<file path="config.mk">
export PLATFORM = sky130hd
export DESIGN_NAME = inert_axis_seq
export DESIGN_NICKNAME = d
export VERILOG_FILES = /design/src/rtl/inert_axis_seq.sv
export SDC_FILE = /design/constraint.sdc
export NUM_CORES = 1
export LEC_CHECK = 0
export ABC_AREA = 1
export BUFFER_PORTS_ARGS = -buffer_cell sky130_fd_sc_hd__buf_2
export CAP_MARGIN = 20
export CORE_ASPECT_RATIO = 1.2
export CORE_UTILIZATION = 30
export DETAILED_ROUTE_END_ITERATION = 16
export HOLD_SLACK_MARGIN = 0.08
export PLACE_DENSITY = 0.51
export SLEW_MARGIN = 20
export SYNTH_ARGS = -nofsm -noshare
export SYNTH_HDL_FRONTEND = slang
export SYNTH_SLANG_ARGS = --single-unit
</file>
<file path="constraint.sdc">
create_clock -name clk -period 4.45 [get_ports clk]
set_input_delay 0.6675 -clock clk [delete_from_list [all_inputs] [get_ports clk]]
set_output_delay 0.6675 -clock clk [all_outputs]
set_load 0.005 [all_outputs]
</file>
<file path="src/rtl/inert_axis_seq.sv">
// Inertial sensor SPI sequencer: powers up and configures the sensor, then on each
// data-ready interrupt reads NUM_AXES 16-bit axes and publishes them atomically.
module inert_axis_seq #(
  parameter int unsigned NUM_AXES  = 1,
  parameter logic [6:0]  BASE_ADDR = 7'h26,
  parameter int unsigned INIT_BITS = 16,
  parameter int unsigned TMO_CYC   = 1024,
  parameter logic [15:0] INIT0     = 16'h0D02,
  parameter logic [15:0] INIT1     = 16'h1160,
  parameter logic [15:0] INIT2     = 16'h1440
) (
  input  logic                    clk,
  input  logic                    rst,
  input  logic                    INT,
  input  logic                    done,
  input  logic [15:0]             resp,
  input  logic                    clr_ovr,
  output logic                    snd,
  output logic [15:0]             cmd,
  output logic [16*NUM_AXES-1:0]  rates,
  output logic                    vld,
  output logic                    init_done,
  output logic                    ovr,
  output logic                    err
);

  localparam int unsigned RW  = 16 * NUM_AXES;
  localparam int unsigned WDW = $clog2(TMO_CYC + 1);

  typedef enum logic [2:0] {PWR_WAIT, CFG, WAIT_INT, RD_H, RD_L} state_t;

  state_t                 state_q, state_d;
  logic [INIT_BITS-1:0]   wait_q, wait_d;
  logic [WDW-1:0]         wdog_q, wdog_d;
  logic [1:0]             cfg_q, cfg_d;
  logic [2:0]             ax_q, ax_d;
  logic [7:0]             hi_q, hi_d;
  logic [RW-1:0]          shadow_q, shadow_d;
  logic [RW-1:0]          rates_q, rates_d;
  logic [15:0]            cmd_q, cmd_d;
  logic                   snd_q, snd_d;
  logic                   vld_q, vld_d;
  logic                   init_done_q, init_done_d;
  logic                   ovr_q, ovr_d;
  logic                   err_q, err_d;
  logic                   int_s1_q, int_s2_q, int_s3_q;

  logic [6:0]             lo_addr_c;
  logic                   busy_c, done_v_c, tmo_c, rise_c;
  logic                   unused_c;

  assign unused_c = ^resp[15:8];

  // State and datapath registers; INT crosses through a 2-flop synchronizer.
  always_ff @(posedge clk) begin
    if (rst) begin
      state_q     <= PWR_WAIT;
      wait_q      <= '0;
      wdog_q      <= '0;
      cfg_q       <= '0;
      ax_q        <= '0;
      hi_q        <= '0;
      shadow_q    <= '0;
      rates_q     <= '0;
      cmd_q       <= '0;
      snd_q       <= 1'b0;
      vld_q       <= 1'b0;
      init_done_q <= 1'b0;
      ovr_q       <= 1'b0;
      err_q       <= 1'b0;
      int_s1_q    <= 1'b0;
      int_s2_q    <= 1'b0;
      int_s3_q    <= 1'b0;
    end else begin
      state_q     <= state_d;
      wait_q      <= wait_d;
      wdog_q      <= wdog_d;
      cfg_q       <= cfg_d;
      ax_q        <= ax_d;
      hi_q        <= hi_d;
      shadow_q    <= shadow_d;
      rates_q     <= rates_d;
      cmd_q       <= cmd_d;
      snd_q       <= snd_d;
      vld_q       <= vld_d;
      init_done_q <= init_done_d;
      ovr_q       <= ovr_d;
      err_q       <= err_d;
      int_s1_q    <= INT;
      int_s2_q    <= int_s1_q;
      int_s3_q    <= int_s2_q;
    end
  end

  // Next-state and output logic.
  always_comb begin
    state_d     = state_q;
    wait_d      = wait_q;
    cfg_d       = cfg_q;
    ax_d        = ax_q;
    hi_d        = hi_q;
    shadow_d    = shadow_q;
    rates_d     = rates_q;
    cmd_d       = cmd_q;
    snd_d       = 1'b0;
    vld_d       = 1'b0;
    err_d       = 1'b0;
    init_done_d = init_done_q;
    ovr_d       = ovr_q;

    lo_addr_c = BASE_ADDR + 7'({ax_q, 1'b0});
    busy_c    = (state_q == CFG) || (state_q == RD_H) || (state_q == RD_L);
    // A completion in the start cycle is not accepted, so snd can never repeat back-to-back.
    done_v_c  = done & ~snd_q;
    tmo_c     = busy_c & ~done_v_c & (wdog_q == WDW'(TMO_CYC - 1));
    rise_c    = int_s2_q & ~int_s3_q;

    case (state_q)
      PWR_WAIT: begin
        wait_d = wait_q + 1'b1;
        if (&wait_q) begin
          snd_d   = 1'b1;
          cmd_d   = INIT0;
          cfg_d   = 2'd0;
          state_d = CFG;
        end
      end
      CFG: begin
        if (done_v_c) begin
          if (cfg_q == 2'd0) begin
            snd_d = 1'b1;
            cmd_d = INIT1;
            cfg_d = 2'd1;
          end else if (cfg_q == 2'd1) begin
            snd_d = 1'b1;
            cmd_d = INIT2;
            cfg_d = 2'd2;
          end else begin
            init_done_d = 1'b1;
            state_d     = WAIT_INT;
          end
        end else if (tmo_c) begin
          err_d   = 1'b1;
          wait_d  = '0;
          cfg_d   = 2'd0;
          state_d = PWR_WAIT;
        end
      end
      WAIT_INT: begin
        if (int_s2_q) begin
          ax_d    = 3'd0;
          snd_d   = 1'b1;
          cmd_d   = {1'b1, BASE_ADDR + 7'd1, 8'h00};
          state_d = RD_H;
        end
      end
      RD_H: begin
        if (done_v_c) begin
          hi_d    = resp[7:0];
          snd_d   = 1'b1;
          cmd_d   = {1'b1, lo_addr_c, 8'h00};
          state_d = RD_L;
        end else if (tmo_c) begin
          err_d    = 1'b1;
          shadow_d = '0;
          ax_d     = 3'd0;
          state_d  = WAIT_INT;
        end
      end
      RD_L: begin
        if (done_v_c) begin
          for (int k = 0; k < NUM_AXES; k++) begin
            if (ax_q == 3'(k)) shadow_d[16*k +: 16] = {hi_q, resp[7:0]};
          end
          if (ax_q != 3'(NUM_AXES - 1)) begin
            ax_d    = ax_q + 3'd1;
            snd_d   = 1'b1;
            cmd_d   = {1'b1, lo_addr_c + 7'd3, 8'h00};
            state_d = RD_H;
          end else begin
            rates_d = shadow_d;
            vld_d   = 1'b1;
            state_d = WAIT_INT;
          end
        end else if (tmo_c) begin
          err_d    = 1'b1;
          shadow_d = '0;
          ax_d     = 3'd0;
          state_d  = WAIT_INT;
        end
      end
      default: state_d = PWR_WAIT;
    endcase

    if (rise_c && ((state_q == RD_H) || (state_q == RD_L))) ovr_d = 1'b1;
    else if (clr_ovr)                                        ovr_d = 1'b0;

    wdog_d = (snd_d || !busy_c) ? '0 : wdog_q + 1'b1;
  end

  assign snd       = snd_q;
  assign cmd       = cmd_q;
  assign rates     = rates_q;
  assign vld       = vld_q;
  assign init_done = init_done_q;
  assign ovr       = ovr_q;
  assign err       = err_q;

endmodule

</file>
==> results.sh <==
export IMPL_result_of_the_run="finished clean"
export IMPL_asyncSetResetFlopFracSynth_pct=0
export IMPL_sequential_cell_area_in_the_final_layout_mm2=0.00156
export IMPL_numPortBuffers=44
export IMPL_finalSetupTns_ps=0
export IMPL_min_to="int_s2_q"
export IMPL_r2r_setup_slack_ps=1780
export IMPL_drt_wirelength_per_cell_um=11.3
export IMPL_antenna_violations_before_repair=0
export IMPL_route_antenna_remaining_nets=0
export IMPL_powerDensity_mw_per_mm2=386
export IMPL_timing_critical_path_fanout_max=15
export IMPL_dp_hpwl_um=5910
export IMPL_sum_of_internal_switching_and_leakage_power_mw=1.68
export IMPL_worst_pin_slew_ps=839
export IMPL_post_synth_top_area_fraction_pct=41.3
export IMPL_routed_via_density=4.53
export IMPL_antenna_diode_count=0
export IMPL_cts_hold_buffers_added=0
export IMPL_clk_root_buffer_cell="clkbuf_16"
export IMPL_clk_pin_slew_ps=60
export IMPL_final_cell_count_no_fill=738
export IMPL_design_portCount=58
export IMPL_netlist_top_cell_by_area="dfxtp_1"
export IMPL_hold_depth=2
export IMPL_cp_data_required_time_ps=4700
export IMPL_cts_sink_count=78
export IMPL_core_mm2=0.0122
export IMPL_total_drc_errors_in_the_routed_layout=0
export IMPL_postSynthRegisterBits=78
export IMPL_unrepaired_setup_endpoints_after_global_routing="no"
export IMPL_initial_utilization_pct=31.1
export IMPL_ys_warnings_count=0
export IMPL_finalHoldViolCount=0
export IMPL_post_cts_resize_count=0
export IMPL_flow_area_growth_from_synthesis_pct=15.3
export IMPL_post_route_wl_um=8360
export IMPL_numPlacedInstances=722
export IMPL_leakage_nw=1.83
export IMPL_tritoncts_num_buffers=9
export IMPL_ys_top_cells_by_area="dfxtp_1 41%, nand2_1 11%, nor2_1 8.2%"
export IMPL_die_width_um=104
export IMPL_worstRegToRegCells=8
export IMPL_drive_above_1_share_pct=14.0
export IMPL_achievable_frequency_mhz=374
export IMPL_cap_violations=0
export IMPL_h_tree_depth=3
export IMPL_timing_critical_path_from="state_q[0]"
export IMPL_rows=44
export IMPL_grt_max_degree=39
export IMPL_cts_root_to_sink_buffers=2
export IMPL_setup_worst_path_start_class="flip-flop"
export IMPL_worst_r2r_startpoint="state_q[0]"
export IMPL_multiInputGateArea_mm2=0.00185
export IMPL_post_synth_cell_area_avg_um2=6.99
export IMPL_grt_util_all_layers_pct=13.9
export IMPL_min_delay_start="int_s1_q"
export IMPL_worstSkewPairLatency_ps=340
export IMPL_post_synth_num_cell_types=30
export IMPL_min_period_over_period_pct=60.1
export IMPL_final_critical_period_ps=2670
export IMPL_die_area_mm2=0.0131
export IMPL_first_global_vias=3300
export IMPL_crit_path_end_kind="flip-flop"
export IMPL_fillerInstances=1320
export IMPL_fin_worst_skew_ps=5.15
export IMPL_synthCells=541
export IMPL_place_congestion=0.844
export IMPL_tritoncts_clock_tree="built"
export IMPL_worstSetupPathType="reg2reg"
export IMPL_reg2reg_to="wdog_q[10]"
export IMPL_postCtsSetupBuffers=0
export IMPL_design_final_nets=598
export IMPL_ir_worst_vdd_v=0.000177
export IMPL_drt_first_iter_violations=156
export IMPL_die_h_um=125
export IMPL_grt_pass1_wl_um=14800
export IMPL_synth_area_mm2=0.00378
export IMPL_slew_violations=0
export IMPL_hold_class="reg2reg"
export IMPL_synth_seq_area_share_pct=41.3
export IMPL_num_vias=3344
export IMPL_total_of_endpoints_with_negative_setup_slack_in_the_final_report=0
export IMPL_drt_pass1_iterations=5
export IMPL_maxSlewHeadroom_pct=44.0
export IMPL_synth_edf_count=0
export IMPL_synth_flop_cell="dfxtp_1"
export IMPL_overflow=0
export IMPL_timing_critical_path_arrival_ps=2930
[stage by stage]
step / hold slack, ps / cell area [um2] / utilization [%] / setup slack [ps]
after floorplan: 388 / 3800 / - / 2700
after detailed placement: 405 / 4050 / 33.3 / 1730
after global placement: 404 / 4050 / 33.3 / 1800
after global routing: 424 / 4360 / 35.8 / 1450
after CTS: 414 / 4360 / 35.8 / 1690
final: 406 / 4360 / 35.8 / 1780
[logic make-up (layout without fill, tap and decap cells)]
group | count (synthesis) | after routing | share of synthesized area [%]
buffers and inverters | 85 | 117 | 10.1
XOR/XNOR | 20 | 20 | 4.63
other | 1 | 5 | 0.0992
AO/OA/AOI/OAI | 84 | 84 | 11.5
flip-flops | 78 | 78 | 41.3
adder cells (fa/ha/maj) | 5 | 5 | 1.65
AND/OR/NAND/NOR | 268 | 268 | 30.7
[power by group]
part / leakage, nW / total [mW] / switching (mW) / internal, mW
clock network: 0.148 / 0.751 / 0.309 / 0.442
registers: 0.630 / 0.748 / 0.0238 / 0.724
logic: 1.05 / 0.181 / 0.123 / 0.0582
[worst max path at each step]
stage	endpoint	slack (ps)	cells after the start
3_5_place_dp	wdog_q[10]	1730	8
6_report	wdog_q[10]	1780	8
5_1_grt	wdog_q[10]	1450	8
4_1_cts	wdog_q[10]	1690	8
2_1_floorplan	wait_q[2]	2700	9
3_3_place_gp	wdog_q[3]	1800	8
[state kept, by name, summed over array words and instances (netlist names), 2 cells and up]
| signal | cells |
|---|---|
| rates | 16 |
| ax_q | 3 |
| cmd | 11 |
| cfg_q | 2 |
| hi_q | 8 |
| state_q | 3 |
| wait_q | 16 |
| wdog_q | 11 |
[final cells by class]
| class | count | area share, % |
|---|---|---|
| multi-input cells | 382 | 42.5 |
| flip-flops and latches | 78 | 35.8 |
| repair buffers | 45 | 5.23 |
| clock buffers | 9 | 5.17 |
| inverters | 56 | 4.82 |
| well taps | 161 | 4.62 |
| clock inverters | 7 | 1.84 |
[layout by cell type, fill, tap and decap left out]
cell        count
nand2_1       112
nor2_1         83
dfxtp_1        78
inv_1          56
nand3_1        45
buf_2          44
a21oi_1        42
o21ai_0        37
xor2_1         14
clkbuf_16       9
nand2_2         8
xnor2_1         6
nor2_2          5
ha_1            5
conb_1          5
nand4_1         4
o21ai_1         3
nor2_4          2
nand3b_1        2
or2_2           2
inv_6           2
nand2_4         1
nand3_4         1
nor3_1          1
a21oi_4         1
nor3b_1         1
o31ai_1         1
and2_1          1
bufinv_16       1
inv_8           1
clkinvlp_4      1
clkinv_4        1
clkinv_2        1
buf_4           1
[critical path, cell delays in order (launching register included)]
cell and delay [ps]:
dfxtp_1 590, nand2_2 180, nor2_2 570, o21ai_0 200
nand3_1 110, nor2_1 50, nand2_2 240, nand3_1 390
a21oi_1 270
[synth_stat cells (6+ instances only)]
| master | instances |
|---|---|
| a21oi_1 | 42 |
| buf_4 | 8 |
| clkbuf_1 | 12 |
| dfxtp_1 | 78 |
| inv_1 | 56 |
| nand2_1 | 112 |
| nand2_2 | 8 |
| nand3_1 | 45 |
| nor2_1 | 83 |
| o21ai_0 | 37 |
| xnor2_1 | 6 |
| xor2_1 | 14 |
[layer usage]
metal | track usage [%] | up-vias | wire length (um)
met5 | 0 | - | 0
met4 | 5.04 | 0 | 128
met3 | 3.44 | 10 | 297
met2 | 24.2 | 58 | 4060
met1 | 16.4 | 1522 | 3870
li1 | - | 1754 | -
No activity file was read; power rests on OpenSTA's default activity.
